**config.mk**
```make
export PLATFORM = sky130hd
export DESIGN_NAME = mem_access_ctrl_flat
export DESIGN_NICKNAME = d
export VERILOG_FILES = /design/src/rtl/mem_access_ctrl_if.sv /design/src/rtl/mem_access_ctrl.sv /design/src/flat_wrapper.sv
export SDC_FILE = /design/constraint.sdc
export NUM_CORES = 1
export LEC_CHECK = 0
export ABC_AREA = 1
export BUFFER_PORTS_ARGS = -buffer_cell sky130_fd_sc_hd__buf_2
export CAP_MARGIN = 20
export CORE_MARGIN = 2
export CORE_UTILIZATION = 44
export DETAILED_ROUTE_END_ITERATION = 12
export PLACE_DENSITY = 0.79
export RECOVER_POWER = 100
export SKIP_CTS_REPAIR_TIMING = 1
export SKIP_LAST_GASP = 1
export SLEW_MARGIN = 20
export SYNTH_ARGS = -nofsm -noshare
export SYNTH_HDL_FRONTEND = slang
export SYNTH_SLANG_ARGS = --single-unit
```
**constraint.sdc**
```tcl
create_clock -name clk -period 3.6 [get_ports clk]
set_input_delay 0.72 -clock clk [delete_from_list [all_inputs] [get_ports clk]]
set_output_delay 0.72 -clock clk [all_outputs]
set_load 0.05 [all_outputs]
```
**src/rtl/mem_access_ctrl_if.sv**
```systemverilog
// Bundle of the MEM-stage request/response handshake and the data RAM port.
// master = load/store controller side, slave = pipeline + RAM side.
interface mem_access_ctrl_if #(
   parameter int ADDR_W = 32
);
   logic              req_valid;
   logic              req_ready;
   logic [2:0]        req_op;
   logic [ADDR_W-1:0] req_addr;
   logic [31:0]       req_wdata;
   logic              stall_req;
   logic              resp_valid;
   logic [31:0]       resp_rdata;
   logic              exc_misaligned;
   logic [ADDR_W-1:0] exc_badvaddr;
   logic              mem_ce;
   logic              mem_we;
   logic [3:0]        mem_sel;
   logic [ADDR_W-1:0] mem_addr;
   logic [31:0]       mem_wdata;
   logic [31:0]       mem_rdata;

   modport master (
      input  req_valid, req_op, req_addr, req_wdata, mem_rdata,
      output req_ready, stall_req, resp_valid, resp_rdata, exc_misaligned, exc_badvaddr,
      output mem_ce, mem_we, mem_sel, mem_addr, mem_wdata
   );

   modport slave (
      output req_valid, req_op, req_addr, req_wdata, mem_rdata,
      input  req_ready, stall_req, resp_valid, resp_rdata, exc_misaligned, exc_badvaddr,
      input  mem_ce, mem_we, mem_sel, mem_addr, mem_wdata
   );
endinterface

```
**src/rtl/mem_access_ctrl.sv**
```systemverilog
// MEM-stage load/store initiator for a big-endian data RAM port (IDLE -> ACCESS -> RESP).
// Define UNALIGNED_EXC_EN to trap unaligned halfword/word accesses instead of issuing them.
module mem_access_ctrl #(
   parameter int MEM_LATENCY = 1,
   parameter int ADDR_W      = 32
) (
   input  logic              clk,
   input  logic              rst,
   mem_access_ctrl_if.master bus
);
   typedef enum logic [1:0] {IDLE, ACCESS, RESP} state_t;

   localparam logic [3:0] LAT_LAST = 4'(MEM_LATENCY - 1);

   state_t            state_q;
   logic [3:0]        cnt_q;
   logic [2:0]        op_q;
   logic [1:0]        off_q;
   logic              mem_ce_q;
   logic              mem_we_q;
   logic [3:0]        mem_sel_q;
   logic [ADDR_W-1:0] mem_addr_q;
   logic [31:0]       mem_wdata_q;
   logic              resp_valid_q;
   logic [31:0]       resp_rdata_q;
   logic              exc_q;
   logic [ADDR_W-1:0] badvaddr_q;

   function automatic logic is_store(input logic [2:0] op);
      return op >= 3'b101;
   endfunction

   // Lane 3 carries byte offset 0 (big-endian).
   function automatic logic [3:0] lane_sel(input logic [2:0] op, input logic [1:0] off);
      case (op)
         3'b000, 3'b001, 3'b101: lane_sel = 4'b1000 >> off;
         3'b010, 3'b011, 3'b110: lane_sel = off[1] ? 4'b0011 : 4'b1100;
         default:                lane_sel = 4'b1111;
      endcase
   endfunction

   function automatic logic [31:0] lane_wdata(input logic [2:0] op, input logic [31:0] wd);
      case (op)
         3'b101:  lane_wdata = {4{wd[7:0]}};
         3'b110:  lane_wdata = {2{wd[15:0]}};
         3'b111:  lane_wdata = wd;
         default: lane_wdata = 32'd0;
      endcase
   endfunction

   function automatic logic [31:0] load_extend(input logic [2:0] op, input logic [1:0] off,
                                               input logic [31:0] rd);
      logic [7:0]  b;
      logic [15:0] h;
      case (off)
         2'd0:    b = rd[31:24];
         2'd1:    b = rd[23:16];
         2'd2:    b = rd[15:8];
         default: b = rd[7:0];
      endcase
      h = off[1] ? rd[15:0] : rd[31:16];
      case (op)
         3'b000:  load_extend = 32'($signed(b));
         3'b001:  load_extend = {24'd0, b};
         3'b010:  load_extend = 32'($signed(h));
         3'b011:  load_extend = {16'd0, h};
         3'b100:  load_extend = rd;
         default: load_extend = 32'd0;
      endcase
   endfunction

`ifdef UNALIGNED_EXC_EN
   function automatic logic misaligned(input logic [2:0] op, input logic [1:0] off);
      case (op)
         3'b010, 3'b011, 3'b110: misaligned = off[0];
         3'b100, 3'b111:         misaligned = |off;
         default:                misaligned = 1'b0;
      endcase
   endfunction
`endif

   assign bus.req_ready      = (state_q == IDLE);
   assign bus.stall_req      = ((state_q == IDLE) && bus.req_valid) || (state_q == ACCESS);
   assign bus.mem_ce         = mem_ce_q;
   assign bus.mem_we         = mem_we_q;
   assign bus.mem_sel        = mem_sel_q;
   assign bus.mem_addr       = mem_addr_q;
   assign bus.mem_wdata      = mem_wdata_q;
   assign bus.resp_valid     = resp_valid_q;
   assign bus.resp_rdata     = resp_rdata_q;
   assign bus.exc_misaligned = exc_q;
   assign bus.exc_badvaddr   = badvaddr_q;

   always_ff @(posedge clk or posedge rst) begin
      if (rst) begin
         state_q      <= IDLE;
         cnt_q        <= 4'd0;
         op_q         <= 3'd0;
         off_q        <= 2'd0;
         mem_ce_q     <= 1'b0;
         mem_we_q     <= 1'b0;
         mem_sel_q    <= 4'd0;
         mem_addr_q   <= '0;
         mem_wdata_q  <= 32'd0;
         resp_valid_q <= 1'b0;
         resp_rdata_q <= 32'd0;
         exc_q        <= 1'b0;
         badvaddr_q   <= '0;
      end else begin
         case (state_q)
            IDLE: begin
               if (bus.req_valid) begin
                  op_q  <= bus.req_op;
                  off_q <= bus.req_addr[1:0];
`ifdef UNALIGNED_EXC_EN
                  if (misaligned(bus.req_op, bus.req_addr[1:0])) begin
                     state_q      <= RESP;
                     resp_valid_q <= 1'b1;
                     resp_rdata_q <= 32'd0;
                     exc_q        <= 1'b1;
                     badvaddr_q   <= bus.req_addr;
                  end else
`endif
                  begin
                     // A single-cycle access writes on its only cycle.
                     state_q     <= ACCESS;
                     cnt_q       <= LAT_LAST;
                     mem_ce_q    <= 1'b1;
                     mem_we_q    <= is_store(bus.req_op) && (LAT_LAST == 4'd0);
                     mem_sel_q   <= lane_sel(bus.req_op, bus.req_addr[1:0]);
                     mem_addr_q  <= {bus.req_addr[ADDR_W-1:2], 2'b00};
                     mem_wdata_q <= lane_wdata(bus.req_op, bus.req_wdata);
                  end
               end
            end
            ACCESS: begin
               if (cnt_q == 4'd0) begin
                  state_q      <= RESP;
                  mem_ce_q     <= 1'b0;
                  mem_we_q     <= 1'b0;
                  mem_sel_q    <= 4'd0;
                  mem_addr_q   <= '0;
                  mem_wdata_q  <= 32'd0;
                  resp_valid_q <= 1'b1;
                  resp_rdata_q <= is_store(op_q) ? 32'd0 : load_extend(op_q, off_q, bus.mem_rdata);
                  exc_q        <= 1'b0;
               end else begin
                  cnt_q    <= cnt_q - 4'd1;
                  mem_we_q <= is_store(op_q) && (cnt_q == 4'd1);
               end
            end
            RESP: begin
               state_q      <= IDLE;
               resp_valid_q <= 1'b0;
               resp_rdata_q <= 32'd0;
               exc_q        <= 1'b0;
               badvaddr_q   <= '0;
            end
            default: state_q <= IDLE;
         endcase
      end
   end
endmodule

```
**src/flat_wrapper.sv**
```systemverilog
// flat-port wrapper written by rule: the top's interface ports become plain ports
module mem_access_ctrl_flat 
#(
   parameter int MEM_LATENCY = 1,
   parameter int ADDR_W      = 32
)
  (clk, rst, bus_req_valid, bus_req_op, bus_req_addr, bus_req_wdata, bus_mem_rdata, bus_req_ready, bus_stall_req, bus_resp_valid, bus_resp_rdata, bus_exc_misaligned, bus_exc_badvaddr, bus_mem_ce, bus_mem_we, bus_mem_sel, bus_mem_addr, bus_mem_wdata);
  mem_access_ctrl_if #(.ADDR_W(ADDR_W)) bus_i ();
  input  logic clk;
  input  logic rst;
  input wire logic [$bits(bus_i.req_valid)-1:0] bus_req_valid;
  input wire logic [$bits(bus_i.req_op)-1:0] bus_req_op;
  input wire logic [$bits(bus_i.req_addr)-1:0] bus_req_addr;
  input wire logic [$bits(bus_i.req_wdata)-1:0] bus_req_wdata;
  input wire logic [$bits(bus_i.mem_rdata)-1:0] bus_mem_rdata;
  output wire logic [$bits(bus_i.req_ready)-1:0] bus_req_ready;
  output wire logic [$bits(bus_i.stall_req)-1:0] bus_stall_req;
  output wire logic [$bits(bus_i.resp_valid)-1:0] bus_resp_valid;
  output wire logic [$bits(bus_i.resp_rdata)-1:0] bus_resp_rdata;
  output wire logic [$bits(bus_i.exc_misaligned)-1:0] bus_exc_misaligned;
  output wire logic [$bits(bus_i.exc_badvaddr)-1:0] bus_exc_badvaddr;
  output wire logic [$bits(bus_i.mem_ce)-1:0] bus_mem_ce;
  output wire logic [$bits(bus_i.mem_we)-1:0] bus_mem_we;
  output wire logic [$bits(bus_i.mem_sel)-1:0] bus_mem_sel;
  output wire logic [$bits(bus_i.mem_addr)-1:0] bus_mem_addr;
  output wire logic [$bits(bus_i.mem_wdata)-1:0] bus_mem_wdata;
  assign bus_i.req_valid = bus_req_valid;
  assign bus_i.req_op = bus_req_op;
  assign bus_i.req_addr = bus_req_addr;
  assign bus_i.req_wdata = bus_req_wdata;
  assign bus_i.mem_rdata = bus_mem_rdata;
  assign bus_req_ready = bus_i.req_ready;
  assign bus_stall_req = bus_i.stall_req;
  assign bus_resp_valid = bus_i.resp_valid;
  assign bus_resp_rdata = bus_i.resp_rdata;
  assign bus_exc_misaligned = bus_i.exc_misaligned;
  assign bus_exc_badvaddr = bus_i.exc_badvaddr;
  assign bus_mem_ce = bus_i.mem_ce;
  assign bus_mem_we = bus_i.mem_we;
  assign bus_mem_sel = bus_i.mem_sel;
  assign bus_mem_addr = bus_i.mem_addr;
  assign bus_mem_wdata = bus_i.mem_wdata;
  mem_access_ctrl #(.MEM_LATENCY(MEM_LATENCY), .ADDR_W(ADDR_W)) u_core (.clk(clk), .rst(rst), .bus(bus_i));
endmodule
```
==> results_dict.tcl <==
set metrics [dict create \
    synth_flop_cell "dfrtp_1" \
    post_synth_edffs 0 \
    power_density_nw_per_um2 1000 \
    critical_path.reg2reg.endpoint "u_core.bus.mem_addr[30]" \
    post_synth.cell_area_avg_um2 6.97 \
    violated_checks "capacitance limit, slew limit" \
    highest-signal-layer "met4" \
    routed_met1_length_um 6670 \
    syn_to_final_growth_pct 18.9 \
    power_leakage_nw 4.25 \
    post_synthesis_instance_area_um2 5960 \
    detailroute.wirelength.met3_um 1310 \
    io_buffers 204 \
    detail_route.first_pass.iterations 5 \
    timing.final.setup_violations 0 \
    post-layout-total-power_mw 7.08 \
    cp-start-kind "flop" \
    run_status "finished with violations" \
    post_synth_main_area_contributors "dfrtp_1, nand2_1, buf_4" \
    cp.required_ns 2.88 \
    cts.reportedPaths.clkPinSlew_ns 0.07 \
    worst_setup_path_end_kind "output port" \
    netlist_instances 855 \
    grt.total_usage_pct 22.3 \
    grt_first_pass_wirelength_um 25700 \
    synth-seq-cells 112 \
    grt_setup_unrepaired "false" \
    critical_path.cell_chain "nor2_1 > nand2_1 > inv_1 > nor2_1 > clkinv_1 > clkbuf_1" \
    final_estimated_routing_congestion_in_global_placement 0.936 \
    hold_viol 0 \
    worst-endpoint-arrival_ns 1.95 \
    num_antenna_cells 0 \
    worstSetupPathType "reg2out" \
    final.setup_skew_ns 0.00810 \
    vdd_ir_drop_max_mv 0.581 \
    path_common_cell "nor2_1" \
    synth.lib_cells_used.distinct 23 \
    finalNetCount 1146 \
    dp_hpwl_um 11600 \
    max_freq_mhz 375 \
    cts_tree "yes" \
    commonest_cells_after_routing_fill_and_taps_aside "nand2_1, dfrtp_1, clkbuf_1" \
    via_count_of_the_first_global_routing_pass 5377 \
    critical-path-max-stage-delay_ns 0.48 \
    cts_made_buffers 9 \
    ff2ff_setup_slack_ns 0.95 \
    ant_nets 0 \
    timing.max_cap.violations 2 \
    period_needed_ns 2.67 \
    layout_worst_path_cycle_share_pct 74.1 \
    timing.critical_path.max_delay_family "buffers and inverters" \
    vias_after_detailed_routing 5813 \
    max-clock-path-buffers 2 \
    antenna_violations_before_repair 1 \
    worst-path-buf-inv 3 \
    critPathMaxFanout 14 \
    ys.warnings.count 0 \
    boundaryPins 240 \
    placeableCoreArea_um2 13200 \
    synth_largest_area_cell "dfrtp_1" \
    maxSlewViolCount 102 \
    reg2reg_from "u_core.state_q[1]" \
    root_buffer "clkbuf_16" \
    grt_max_degree 68 \
    die_y_um 120 \
    critical-path-slowest-cell "clkbuf_1" \
    post_drt_via_cell_ratio 4.76 \
    layout_commonest_cell "nand2_1" \
    critPathLaunch "u_core.state_q[1]" \
    hold_path_depth 2 \
    drt_first_iter_violations 442 \
    post-synth-top-area-fraction_pct 47.0 \
    wl_met2_um 7650 \
    drt-wirelength-per-cell_um 12.9 \
    numClockSinks 112 \
    drt_drc_violations_left 0 \
    floorplan.die_area_um2 14500 \
    max_slew_margin_pct -7.11 \
    cp-endpoint "bus_stall_req" \
    setup_total_negative_slack_ns 0 \
    worstMarginPinSlew_ns 1.61 \
    grt_overflow_total 0 \
    floorplan.rows 42 \
    worstSetupPathDepth 6 \
    htree_num_levels 3 \
    hold_path.class "reg2reg" \
    asyncSetResetFlopFracSynth_pct 100 \
    starting_density_of_the_core_pct 45.0 \
    layout-drive-gt1-share_pct 12.2 \
    die_w_um 120 \
    route.final.wire_length_um 15800 \
    clock_insertion_delay_worst_skew_ns 0.36 \
    worst_r2r_path_depth 9 \
    sequential_area_share_after_synthesis_pct 47.0 \
]
-- worst min path at each step --
stage                                 start                 endpoint  slack [ns]
finish              u_core.bus.mem_wdata[6]  u_core.bus.mem_wdata[6]        0.47
global route        u_core.bus.mem_addr[24]  u_core.bus.mem_addr[24]        0.50
CTS                 u_core.bus.mem_wdata[2]  u_core.bus.mem_wdata[2]        0.47
detailed placement  u_core.bus.mem_wdata[2]  u_core.bus.mem_wdata[2]        0.45
global placement    u_core.bus.mem_addr[30]  u_core.bus.mem_addr[30]        0.45
floorplan                   u_core.off_q[0]          u_core.off_q[0]        0.50
-- report_power, final --
part	internal (mW)	switching, mW
clock network	0.622	0.486
registers	1.74	0.336
logic	0.769	3.13
total	3.13	3.96
-- flip-flops by register name (all words and copies together), names as in the netlist --
register               flops
u_core.bus.mem_sel         4
u_core.bus.mem_wdata      32
u_core.bus.mem_we          1
u_core.state_q             2
u_core.bus.mem_addr       30
u_core.bus.mem_ce          1
u_core.off_q               2
u_core.cnt_q               4
u_core.op_q                3
u_core.bus.resp_valid      1
u_core.bus.resp_rdata     32
-- per-layer routing --
layer / GRT usage, % / vias up
li1: - / 2872
met5: 0 / -
met2: 37.5 / 252
met1: 28.4 / 2676
met3: 4.91 / 13
met4: 7.49 / 0
-- area by class of cell --
type / count / area (µm²)
repair buffers: 210 / 935
clock buffers: 10 / 229
multi-input cells: 643 / 2560
fillers: 1428 / 6160
flip-flops and latches: 112 / 2800
well taps: 176 / 220
clock inverters: 6 / 97.6
inverters: 65 / 245
-- through the flow --
stage / hold slack [ns] / std cells / worst slack [ns] / util, % / instance area [µm²]
6_report: 0.471 / 1222 / 0.933 / 53.5 / 7090
5_1_grt: 0.500 / 1222 / 0.604 / 53.5 / 7090
4_1_cts: 0.472 / 1222 / 1.24 / 54.7 / 7250
3_5_place_dp: 0.453 / 1206 / 1.06 / 52.3 / 6920
3_3_place_gp: 0.449 / 1206 / 1.11 / 52.3 / 6920
2_1_floorplan: 0.496 / 889 / 1.45 / - / 6090
-- worst register-to-register path, cell delays in order (launching register included) --
cell      delay [ns]
dfrtp_1         0.39
nor2_1          0.08
nand2_1         0.30
inv_1           0.11
nor2_1          0.15
clkinv_1        0.10
nand2_1         0.94
buf_4           0.40
nand2_1         0.08
nand2_1         0.06
-- cell usage after synthesis, types with 2 or more instances --
master	number
inv_2	5
ha_1	3
nand2_1	476
nor2_2	3
buf_4	38
inv_1	59
nor2_1	54
nand3_1	40
o211ai_1	4
dfrtp_1	112
clkbuf_1	8
nor2_4	2
o21ai_0	20
buf_6	5
buf_2	18
-- cells by family after synthesis --
family                   Yosys count  share of synthesized area (%)
AO/OA/AOI/OAI                     25                           2.33
XOR/XNOR                           1                          0.147
adder cells (fa/ha/maj)            3                          0.630
buffers and inverters            134                           11.8
flip-flops                       112                           47.0
other                              1                         0.0630
AND/OR/NAND/NOR                  579                           37.9
No activity file was read; power rests on OpenSTA's default activity.
